**src/rtl/vend_pkg.sv**
```systemverilog
// ============================================================================
//  Module      : vend_pkg
//  Description : Shared constants and types for the vending controller.
//  Revision    : 1.0  initial release
// ============================================================================
`default_nettype none

package vend_pkg;

    localparam int unsigned c_DEBOUNCE_DEFAULT = 16;
    localparam int unsigned c_DEBOUNCE_MIN     = 4;
    localparam int unsigned c_DEBOUNCE_MAX     = 65535;

    // Credit counter width used by the downstream credit/dispense FSM.
    localparam int unsigned c_CREDIT_W         = 8;

    typedef struct packed {
        logic m;
        logic a;
    } req_t;

endpackage

`default_nettype wire

```
**src/rtl/vend_debounce.sv**
```systemverilog
// ============================================================================
//  Module      : vend_debounce
//  Description : Two-flop synchronizer, counting debouncer and rise detector.
//  Revision    : 1.0  initial release
// ============================================================================
`default_nettype none

module vend_debounce
    import vend_pkg::*;
#(
    parameter int unsigned DEBOUNCE_CYCLES = c_DEBOUNCE_DEFAULT,
    parameter int unsigned CNT_W           = $clog2(DEBOUNCE_CYCLES)
) (
    input  logic clk,
    input  logic reset,
    input  logic raw_i,
    output logic db_o,
    output logic rise_o
);

    localparam logic [CNT_W-1:0] c_CNT_LAST = CNT_W'(DEBOUNCE_CYCLES - 1);

    logic             sync1_q;
    logic             sync2_q;
    logic             db_q;
    logic             db_d;
    logic             db_dly_q;
    logic [CNT_W-1:0] cnt_q;
    logic [CNT_W-1:0] cnt_d;

    always_comb begin
        db_d  = db_q;
        cnt_d = cnt_q;
        if (sync2_q == db_q) begin
            cnt_d = '0;
        end else if (cnt_q == c_CNT_LAST) begin
            db_d  = sync2_q;
            cnt_d = '0;
        end else begin
            cnt_d = cnt_q + 1'b1;
        end
    end

    always_ff @(posedge clk or posedge reset) begin
        if (reset) begin
            sync1_q  <= 1'b0;
            sync2_q  <= 1'b0;
            db_q     <= 1'b0;
            db_dly_q <= 1'b0;
            cnt_q    <= '0;
        end else begin
            sync1_q  <= raw_i;
            sync2_q  <= sync1_q;
            db_q     <= db_d;
            db_dly_q <= db_q;
            cnt_q    <= cnt_d;
        end
    end

    assign db_o   = db_q;
    assign rise_o = db_q & ~db_dly_q;

endmodule

`default_nettype wire

```
**src/rtl/vend_input_conditioner.sv**
```systemverilog
// ============================================================================
//  Module      : vend_input_conditioner
//  Description : Debounces coin/select inputs and arbitrates them into
//                mutually exclusive single-cycle m/a request pulses.
//  Revision    : 1.0  initial release
// ============================================================================
`default_nettype none

module vend_input_conditioner
    import vend_pkg::*;
#(
    parameter int unsigned DEBOUNCE_CYCLES = c_DEBOUNCE_DEFAULT,
    parameter int unsigned CNT_W           = $clog2(DEBOUNCE_CYCLES)
) (
    input  logic clk,
    input  logic reset,
    input  logic coin_raw,
    input  logic sel_raw,
    output logic m,
    output logic a,
    output logic coin_db,
    output logic sel_db
);

    generate
        if (DEBOUNCE_CYCLES < c_DEBOUNCE_MIN || DEBOUNCE_CYCLES > c_DEBOUNCE_MAX) begin : g_bad_debounce
            $error("vend_input_conditioner: DEBOUNCE_CYCLES out of range 4..65535");
        end
    endgenerate

    logic w_coin_rise;
    logic w_sel_rise;
    logic pend_m_q;
    logic pend_m_d;
    logic pend_a_q;
    logic pend_a_d;
    req_t out_q;
    req_t out_d;

    vend_debounce #(
        .DEBOUNCE_CYCLES (DEBOUNCE_CYCLES),
        .CNT_W           (CNT_W)
    ) u_coin_db (
        .clk    (clk),
        .reset  (reset),
        .raw_i  (coin_raw),
        .db_o   (coin_db),
        .rise_o (w_coin_rise)
    );

    vend_debounce #(
        .DEBOUNCE_CYCLES (DEBOUNCE_CYCLES),
        .CNT_W           (CNT_W)
    ) u_sel_db (
        .clk    (clk),
        .reset  (reset),
        .raw_i  (sel_raw),
        .db_o   (sel_db),
        .rise_o (w_sel_rise)
    );

    // Coin has fixed priority; a new rise overrides a same-cycle clear.
    always_comb begin
        out_d.m  = pend_m_q;
        out_d.a  = pend_a_q & ~pend_m_q;
        pend_m_d = w_coin_rise;
        pend_a_d = w_sel_rise | (pend_a_q & pend_m_q);
    end

    always_ff @(posedge clk or posedge reset) begin
        if (reset) begin
            pend_m_q <= 1'b0;
            pend_a_q <= 1'b0;
            out_q    <= '0;
        end else begin
            pend_m_q <= pend_m_d;
            pend_a_q <= pend_a_d;
            out_q    <= out_d;
        end
    end

    assign m = out_q.m;
    assign a = out_q.a;

endmodule

`default_nettype wire

```
**config.mk**
```make
export PLATFORM = sky130hd
export DESIGN_NAME = vend_input_conditioner
export DESIGN_NICKNAME = d
export VERILOG_FILES = /design/src/rtl/vend_pkg.sv /design/src/rtl/vend_debounce.sv /design/src/rtl/vend_input_conditioner.sv
export SDC_FILE = /design/constraint.sdc
export NUM_CORES = 1
export LEC_CHECK = 0
export CORE_UTILIZATION = 50
export CTS_CLUSTER_DIAMETER = 150
export DETAILED_ROUTE_END_ITERATION = 8
export HOLD_SLACK_MARGIN = 0.05
export PLACE_DENSITY_LB_ADDON = 0.3
export REMOVE_ABC_BUFFERS = 1
export SYNTH_ARGS = -nofsm -noshare
export SYNTH_HDL_FRONTEND = slang
export SYNTH_SLANG_ARGS = --single-unit
```
**constraint.sdc**
```tcl
create_clock -name clk -period 1.7 [get_ports clk]
set_input_delay 0.51 -clock clk [delete_from_list [all_inputs] [get_ports clk]]
set_output_delay 0.51 -clock clk [all_outputs]
set_load 0.05 [all_outputs]
```
==> results.json <==
{
  "outcome": "finished, final reports clean",
  "min_path_type": "reg -> reg",
  "hpwlAfterDp_microns": 665,
  "ys_seq_area_share_pct": 69.0,
  "power_frac_comb_pct": 5.6,
  "core_sq_mm": 0.00132,
  "path_max_fanout": 5,
  "fin_setup_tns_ns": 0,
  "rows": 13,
  "setup_viol": 0,
  "routed_wl_microns": 908,
  "num_vias": 409,
  "first_global_vias": 348,
  "ys.flop_type": "dfrtp_1",
  "hold_viol_final": 0,
  "fmax_ghz": 0.694,
  "synth_area_leaders": "dfrtp_1 (69%), xnor2_1 (4.8%), mux2_4 (4.1%)",
  "clock_path_buffers": 2,
  "p_sw_share_pct": 20.2,
  "synth_edf_count": 0,
  "ys.warnings.count": 0,
  "die_w_microns": 40.1,
  "n_antenna_cell": 0,
  "clock_latency_ns": 0.29,
  "cts_made_buffers": 3,
  "grt.overflow.total": 0,
  "grt_setup_unrepaired": "no",
  "synth_top_cell_by_area": "dfrtp_1",
  "async_reset_ff_share_pct": 100,
  "crit_family": "flip-flops",
  "post-route-drc-count": 0,
  "slowest_delay_ns": 0.46,
  "crit_buf_inv": 1,
  "drtPass1Iterations": 4,
  "drt_iter0_drc": 14,
  "drive_above_1_share_pct": 18.8,
  "post-route-util_pct": 68.2,
  "grt_pass1_wl_microns": 1440,
  "pre_cts_slack_ns": 0.518,
  "critPathLaunchType": "flip-flop",
  "cts_hold_buf": 0,
  "maxCapViolCount": 0,
  "cts_root_buffer": "clkbuf_4",
  "synth-seq-cells": 20,
  "end_kind": "output pin",
  "vias_per_cell": 5.18,
  "synth_cell_types": 15,
  "routedWlPerCell_microns": 11.5,
  "yosys-top-cells-count": "dfrtp_1 (20), a21oi_1 (4), inv_1 (4), nor2b_1 (4), xnor2_1 (4)",
  "sequentialPowerShare_pct": 62.5,
  "pin_count": 8,
  "p_total_mw": 0.809,
  "die_area_sq_mm": 0.00161,
  "slew_violations": 0,
  "fin_nets": 71,
  "pwr-share-clk_pct": 31.8,
  "io_buffer_count": 7,
  "skew_ns": 0.00502,
  "min_period_ns": 1.44,
  "synth.top_cell.area_share_pct": 69.0,
  "crit_required_ns": 1.19,
  "post-cts-setup-buffers": 0,
  "p_leak_nw": 0.413,
  "slew_headroom_pct": 76.3,
  "cts_sinks": 20,
  "synth_area_per_cell_sq_um": 14.0,
  "synthCells": 52,
  "intPower_mw": 0.645,
  "antenna_found_initial": 0,
  "syn2layout_area_growth_pct": 23.8,
  "vdd_ir_drop_max_mv": 0.734,
  "grt_usage_pct": 14.3,
  "grt_max_degree": 21,
  "finalWorstSetupSlack_ns": 0.260,
  "h-tree-depth": 1,
  "crit_type": "reg -> out",
  "crit_arrival_ns": 0.93,
  "cts_tree": "yes",
  "ant_nets": 0,
  "initial_utilization_pct": 55.1,
  "worst_slew_pin_slew_ns": 0.353,
  "die_y_microns": 40.1,
  "cpMaxStageDelayCell": "dfrtp_1",
  "gp_congestion": 0.690,
  "nFillCells": 86,
  "switchingPower_mw": 0.164,
  "crit_chain": "buf_12",
  "yosysMostFrequentCell": "dfrtp_1",
  "clk_pin_slew_ns": 0.10,
  "finalCritPeriodShare_pct": 84.7,
  "powerDensity_mw_per_mm2": 901,
  "cts_resized": 0,
  "synth_area_sq_um": 726
}
-- worst paths after layout --
kind	slack [ns]	from	cells after the start	to
min in group asynchronous	0.53	reset	3	u_coin_db.sync2_q
worst max register to register	0.50	u_sel_db.cnt_q[0]	3	u_sel_db.db_o
worst min register to register	0.36	u_coin_db.sync1_q	0	u_coin_db.sync2_q
worst max-delay path	0.26	u_sel_db.db_o	1	sel_db
max in group asynchronous	0.97	reset	3	u_coin_db.cnt_q[3]
worst min-delay path	0.36	u_coin_db.sync1_q	0	u_coin_db.sync2_q
-- flip-flops by register name, indices dropped and copies added (netlist names) --
register	cells
u_coin_db.cnt_q	4
pend_m_q	1
u_sel_db.db_o	1
a	1
u_sel_db.cnt_q	4
u_sel_db.sync1_q	1
u_coin_db.sync2_q	1
pend_a_q	1
u_coin_db.db_o	1
u_coin_db.sync1_q	1
u_coin_db.db_dly_q	1
m	1
u_sel_db.sync2_q	1
u_sel_db.db_dly_q	1
-- metal layers --
metal  wire [microns]  GRT usage [%]
met5                0              0
met4                5           10.3
met3               48           3.33
met2              427           20.6
met1              427           18.7
-- kinds of logic (layout without fill, tap and decap cells) --
kind of cell / after synthesis / count (layout) / share of synthesized area (%)
multiplexers: 2 / 2 / 4.14
AND/OR/NAND/NOR: 12 / 12 / 10.5
buffers and inverters: 4 / 16 / 2.07
adder cells (fa/ha/maj): 2 / 2 / 3.45
flip-flops: 20 / 20 / 69.0
AO/OA/AOI/OAI: 8 / 8 / 6.03
XOR/XNOR: 4 / 4 / 4.83
-- power groups by stage --
stage | clock network [mW] | registers (mW) | logic, mW
detailed placement | 0 | 0.515 | 0.0466
global placement | 0 | 0.514 | 0.0458
floorplan | 0 | 0.513 | 0.0309
global route | 0.292 | 0.509 | 0.0537
finish | 0.257 | 0.506 | 0.0456
CTS | 0.269 | 0.506 | 0.0473
-- metrics by stage --
step	cell area [sq um]	cells	hold slack (ns)
2_1_floorplan	726	52	0.331
3_3_place_gp	862	75	0.332
3_5_place_dp	862	75	0.339
4_1_cts	898	79	0.364
5_1_grt	898	79	0.378
6_report	898	79	0.361
-- layout make-up --
cell class	instances	area, sq um	area share (%)
Clock buffer	4	36.3	4.04
Timing Repair Buffer	8	118	13.1
Multi-Input combinational cell	28	210	23.4
Sequential cell	20	500	55.7
Tap cell	15	18.8	2.09
Inverter	4	15.0	1.67
-- placed cells by master (no fill, tap or decap), drive strengths merged, types with 2 or more instances in the layout --
cell and count:
mux2 2, clkdlybuf4s50 3, nor2b 4, buf 5, dfrtp 20, nand4b 2, nand3 2, xnor2 4
ha 2, nor2 2, o21ai 3, clkbuf 4, a21oi 4, inv 4
No activity file was read; power rests on OpenSTA's default activity.
